$ cat config.mk
export PLATFORM = sky130hd
export DESIGN_NAME = trace_buffer
export DESIGN_NICKNAME = d
export VERILOG_FILES = /design/src/rtl/trace_buffer.sv
export SDC_FILE = /design/constraint.sdc
export NUM_CORES = 1
export LEC_CHECK = 0
export ABC_AREA = 1
export BUFFER_PORTS_ARGS = -buffer_cell sky130_fd_sc_hd__buf_2
export CAP_MARGIN = 0
export CORE_ASPECT_RATIO = 0.5
export CORE_UTILIZATION = 45
export DETAILED_ROUTE_END_ITERATION = 10
export GPL_TIMING_DRIVEN = 0
export PLACE_DENSITY_LB_ADDON = 0.2
export SYNTH_ARGS = -nofsm -noshare
export SYNTH_HDL_FRONTEND = slang
export SYNTH_SLANG_ARGS = --single-unit
$ cat constraint.sdc
create_clock -name clk -period 6.82 [get_ports clk]
set_input_delay 1.364 -clock clk [delete_from_list [all_inputs] [get_ports clk]]
set_output_delay 1.364 -clock clk [all_outputs]
set_load 0.01 [all_outputs]
$ cat src/rtl/trace_buffer.sv
// trace_buffer: PC-triggered retire trace capture into a DEPTH-entry FIFO
// with a valid/ready drain port, overflow drop counting and flush.
module trace_buffer #(
    parameter int DEPTH = 8,
    parameter int CNT_W = 8
) (
    input  logic                     clk,
    input  logic                     rst,
    input  logic                     sample_en,
    input  logic [31:0]              prog_count,
    input  logic [5:0]               instr_opcode,
    input  logic [4:0]               write_reg_addr,
    input  logic [31:0]              write_reg_data,
    input  logic                     arm,
    input  logic                     flush,
    input  logic [31:0]              trigger_pc,
    input  logic [CNT_W-1:0]         post_count,
    output logic                     out_valid,
    input  logic                     out_ready,
    output logic [31:0]              out_pc,
    output logic [5:0]               out_opcode,
    output logic [4:0]               out_waddr,
    output logic [31:0]              out_wdata,
    output logic [1:0]               state,
    output logic [$clog2(DEPTH):0]   fill_level,
    output logic [15:0]              dropped_count
);
    localparam int AW = $clog2(DEPTH);
    typedef enum logic [1:0] {IDLE, ARMED, CAPTURE, DONE} state_t;

    state_t             r_state;
    logic [CNT_W-1:0]   r_cnt;
    logic [15:0]        r_dropped;
    logic [AW-1:0]      r_wr_ptr;
    logic [AW-1:0]      r_rd_ptr;
    logic [AW:0]        r_fill;
    logic [74:0]        r_mem [DEPTH];

    logic               w_arm;
    logic               w_trig;
    logic               w_att;
    logic               w_full;
    logic               w_pop;
    logic               w_push;
    logic               w_drop;
    logic               w_last;
    logic [CNT_W-1:0]   w_post;
    logic [CNT_W-1:0]   w_cnt_nxt;
    logic [74:0]        w_head;

    // arm is a no-op while already ARMED, so a held arm cannot restart the search
    assign w_arm     = arm && (r_state != ARMED);
    assign w_trig    = !w_arm && (r_state == ARMED) && sample_en && (prog_count == trigger_pc);
    assign w_att     = w_trig || (!w_arm && (r_state == CAPTURE) && sample_en);
    assign w_post    = (post_count == '0) ? CNT_W'(1) : post_count;
    assign w_cnt_nxt = w_trig ? CNT_W'(1) : r_cnt + CNT_W'(1);
    assign w_last    = w_cnt_nxt >= w_post;
    assign w_full    = r_fill == (AW+1)'(DEPTH);
    assign w_pop     = (r_fill != '0) && out_ready;
    assign w_push    = w_att && (!w_full || w_pop);
    assign w_drop    = w_att && w_full && !w_pop && !flush;
    assign w_head    = r_mem[r_rd_ptr];

    assign out_valid     = r_fill != '0;
    assign {out_pc, out_opcode, out_waddr, out_wdata} = out_valid ? w_head : '0;
    assign state         = r_state;
    assign fill_level    = r_fill;
    assign dropped_count = r_dropped;

    always_ff @(posedge clk or negedge rst) begin
        if (!rst) begin
            r_state   <= IDLE;
            r_cnt     <= '0;
            r_dropped <= '0;
        end else if (w_arm) begin
            r_state   <= ARMED;
            r_cnt     <= '0;
            r_dropped <= '0;
        end else begin
            if (w_att) begin
                r_cnt   <= w_cnt_nxt;
                r_state <= w_last ? DONE : CAPTURE;
            end
            if (w_drop && r_dropped != 16'hFFFF)
                r_dropped <= r_dropped + 16'd1;
        end
    end

    // flush wins over any push or pop in the same cycle
    always_ff @(posedge clk or negedge rst) begin
        if (!rst) begin
            r_wr_ptr <= '0;
            r_rd_ptr <= '0;
            r_fill   <= '0;
        end else if (flush) begin
            r_wr_ptr <= '0;
            r_rd_ptr <= '0;
            r_fill   <= '0;
        end else begin
            if (w_push)
                r_wr_ptr <= r_wr_ptr + AW'(1);
            if (w_pop)
                r_rd_ptr <= r_rd_ptr + AW'(1);
            r_fill <= r_fill + (AW+1)'(w_push) - (AW+1)'(w_pop);
        end
    end

    always_ff @(posedge clk) begin
        if (w_push && !flush)
            r_mem[r_wr_ptr] <= {prog_count, instr_opcode, write_reg_addr, write_reg_data};
    end
endmodule

==> impl_metrics.sql <==
INSERT INTO impl_metrics (metric_group, metric, value, unit) VALUES
('logic_synthesis', 'yosys_register_bits', '636', ''),
('logic_synthesis', 'synthArstFlopShare', '5.66', '%'),
('power', 'peakVddDrop', '0.212', 'mV'),
('global_route', 'globalRouteMet1Util', '29.9', '%'),
('clock_network', 'clock_tree.root_cell', 'clkbuf_16', ''),
('detailed_routing', 'detailedRoute.firstIterationViolations', '1455', ''),
('global_route', 'grt_max_degree', '37', ''),
('floorplanning', 'num_rows', '62', ''),
('sta', 'fmax', '200', 'MHz'),
('global_route', 'grt_peak_use_layer', 'met2', ''),
('clock_network', 'h-tree-depth', '2', ''),
('setup_path', 'crit-reg2reg-capture', 'r_mem[6][19]', ''),
('place', 'gp_routability_congestion', '0.803', ''),
('floorplanning', 'floorplan.initialDensity', '45.6', '%'),
('setup_path', 'crit_slowest_cell', 'clkbuf_1', ''),
('setup_path', 'setup.worst_path.class', 'reg -> out', ''),
('sta', 'timing.max_slew.rel_slack', '27.4', '%'),
('clock_network', 'clk-insertion-delay-late', '0.59', 'ns'),
('cells_and_area', 'sequential_area', '18900', 'um2'),
('detailed_routing', 'wirelength', '63.5', 'mm'),
('logic_synthesis', 'postSynthCellCount', '2103', ''),
('setup_path', 'worstSetupEndpointType', 'output pin', ''),
('sta', 'finalSetupViolations', '0', ''),
('place', 'dpl.hpwl', '42.1', 'mm'),
('sta', 'setup_repair_after_global_routing_missed_its_margin', 'false', ''),
('global_route', 'grt_overflow_total', '0', ''),
('setup_path', 'crit_family', 'buffers and inverters', ''),
('global_route', 'number_of_global_route_vias_before_repair', '17000', ''),
('setup_path', 'cp_data_arrival_time', '3.64', 'ns'),
('clock_network', 'cts.reportedPaths.clkPinSlew', '0.07', 'ns'),
('detailed_routing', 'detailedRoute.firstPassIterationCount', '6', ''),
('global_route', 'global_route.usage.met3', '2.92', '%'),
('cells_and_area', 'final.fill_count', '4955', ''),
('hold_path', 'hold_depth', '2', ''),
('cells_and_area', 'finalNetCount', '2537', ''),
('logic_synthesis', 'synth.lib_cells_used.distinct', '42', ''),
('status', 'status', 'completed', ''),
('clock_network', 'cts_buffers', '56', ''),
('sta', 'period_needed', '5.00', 'ns'),
('cells_and_area', 'drive_above_1_share', '16.7', '%'),
('cells_and_area', 'layout_overhead_on_the_synthesized_area', '16.1', '%'),
('floorplanning', 'die_width', '343', 'um'),
('setup_path', 'worst_r2r_path_depth', '14', ''),
('detailed_routing', 'viasPerCell', '5.36', ''),
('logic_synthesis', 'yosys_warnings', '0', ''),
('place', 'placement.io_buffers', '218', ''),
('logic_synthesis', 'seq_area_frac_synth', '72.3', '%'),
('clock_network', 'clock_sinks', '636', ''),
('logic_synthesis', 'post_synth.cell_area_avg', '12.4', 'um2'),
('cells_and_area', 'multi_input_comb_area', '6510', 'um2'),
('detailed_routing', 'ant_nets', '0', ''),
('sta', 'worst_tran_pin_value', '1.09', 'ns'),
('setup_path', 'reg2reg_slack', '3.40', 'ns'),
('sta', 'setup_tns', '0', 'ns'),
('logic_synthesis', 'syn-num-nets', '2243', ''),
('sta', 'timing.final.crit_share', '73.4', '%'),
('setup_path', 'critical_path_peak_fanout', '10', ''),
('global_route', 'globalRouteTotalUtil', '21.4', '%'),
('hold_path', 'hold_path.class', 'reg -> reg', ''),
('detailed_routing', 'drcViolationCount', '0', ''),
('clock_network', 'post_cts_resize_count', '0', ''),
('floorplanning', 'die_h', '173', 'um'),
('logic_synthesis', 'synth_edf_count', '600', ''),
('floorplanning', 'core-area', '57400', 'um2'),
('setup_path', 'critPathRequiredTime', '5.46', 'ns'),
('global_route', 'grt_use_met2', '35.9', '%'),
('logic_synthesis', 'post_synthesis_instance_area', '26200', 'um2'),
('setup_path', 'endpoint', 'out_pc[20]', ''),
('setup_path', 'crit_path_buf_inv_count', '4', ''),
('setup_path', 'cp_slowest_stage_delay', '0.80', 'ns'),
('setup_path', 'path_cells', 'inv_2, clkbuf_1, clkbuf_1, o21ai_0, a31oi_1, buf_2', '');
==> worst register-to-register path, stage by stage (launching register included) <==
cell and delay, ns:
dfrtp_1 0.42, inv_2 0.08, nand2_2 0.05, nor2_2 0.16, nand2_1 0.10, nor2_2 0.09
nand2_2 0.07, nor2_4 0.18, nand3_4 0.18, nand2_4 0.17, buf_12 0.15, nand4_4 0.17
nor2_4 0.75, buf_12 0.30, buf_12 0.24
==> cell families (layout without fill, tap and decap cells) <==
family / count (synthesis) / in the layout / share of synthesized area (%)
XOR/XNOR: 44 / 44 / 1.47
other: 0 / 1 / 0
adder cells (fa/ha/maj): 19 / 19 / 0.937
flip-flops: 636 / 636 / 72.3
buffers and inverters: 187 / 525 / 3.07
AND/OR/NAND/NOR: 670 / 670 / 11.0
AO/OA/AOI/OAI: 547 / 547 / 11.3
==> report_power, final <==
part	switching, uW	internal [uW]	leakage [uW]	total [uW]
Clock	1390	1700	0.000839	3090
Sequential	29.2	4280	0.00588	4310
Combinational	1920	912	0.00411	2830
Total	3340	6890	0.0108	10200
==> registers in the layout (all words and copies together), names as in the netlist <==
register	count
dropped_count	16
fill_level	4
r_cnt	8
r_mem	600
r_rd_ptr	3
r_wr_ptr	3
state	2
==> synth_stat cells, drive strengths merged, types with 10 or more instances <==
master,number,area share [%]
buf,48,1.1
inv,55,0.79
a31oi,77,1.8
nor2,498,7.4
xor2,21,0.70
clkbuf,82,1.2
edfxtp,600,69
a21oi,10,0.19
nand2,102,1.7
nand3,35,0.97
dfrtp,36,3.4
o21ai,378,7.2
ha,18,0.86
o22ai,75,1.8
nand4,29,0.81
xnor2,23,0.77
==> layout by cell type (no fill, tap or decap), types with 23 or more instances in the layout <==
cell type | netlist | final
a31oi_1 | 77 | 77
o21ai_1 | 23 | 23
buf_2 | 37 | 255
dfrtp_1 | 36 | 36
nand4_1 | 27 | 27
xnor2_1 | 23 | 23
edfxtp_1 | 600 | 600
o21ai_0 | 355 | 355
clkbuf_16 | 0 | 56
inv_1 | 52 | 52
clkbuf_1 | 82 | 96
o22ai_1 | 75 | 75
nor2_1 | 485 | 481
nand2_1 | 85 | 85
==> through the flow <==
| stage | area (um2) | setup slack [ns] | total power (uW) | cells | hold WS (ns) |
|---|---|---|---|---|---|
| after detailed placement | 28700 | 2.00 | 7260 | 3107 | 0.496 |
| after floorplan | 26200 | 0.845 | 6060 | 2103 | 0.468 |
| after CTS | 30400 | 1.77 | 10300 | 3209 | 0.515 |
| after global placement | 28200 | -2.65 | 7240 | 3089 | 0.489 |
| final | 30400 | 1.82 | 10200 | 3210 | 0.512 |
| after global routing | 30400 | 1.72 | 10700 | 3209 | 0.531 |
==> layer usage <==
layer,up-vias,part of all wire (%)
met5,-,0
met1,8475,45
li1,8248,-
met3,83,4.2
met2,401,49
met4,0,1.7
==> final cells by class <==
type	count	area share [%]
antenna	1	0.00823
clock buffer	70	4.78
buffer	130	1.94
timing repair buffer	236	4.82
clock inverter	32	0.967
sequential	636	62.2
tap	768	3.16
inverter	57	0.704
multi-input combinational	1280	21.4
==> worst min path at each step <==
stage,endpoint,slack (ns)
detailed placement,r_cnt[7],0.50
floorplan,r_cnt[1],0.47
global route,r_cnt[7],0.53
CTS,r_cnt[7],0.52
global placement,r_cnt[3],0.49
finish,r_cnt[7],0.51
(Power assumes the default switching activity.)
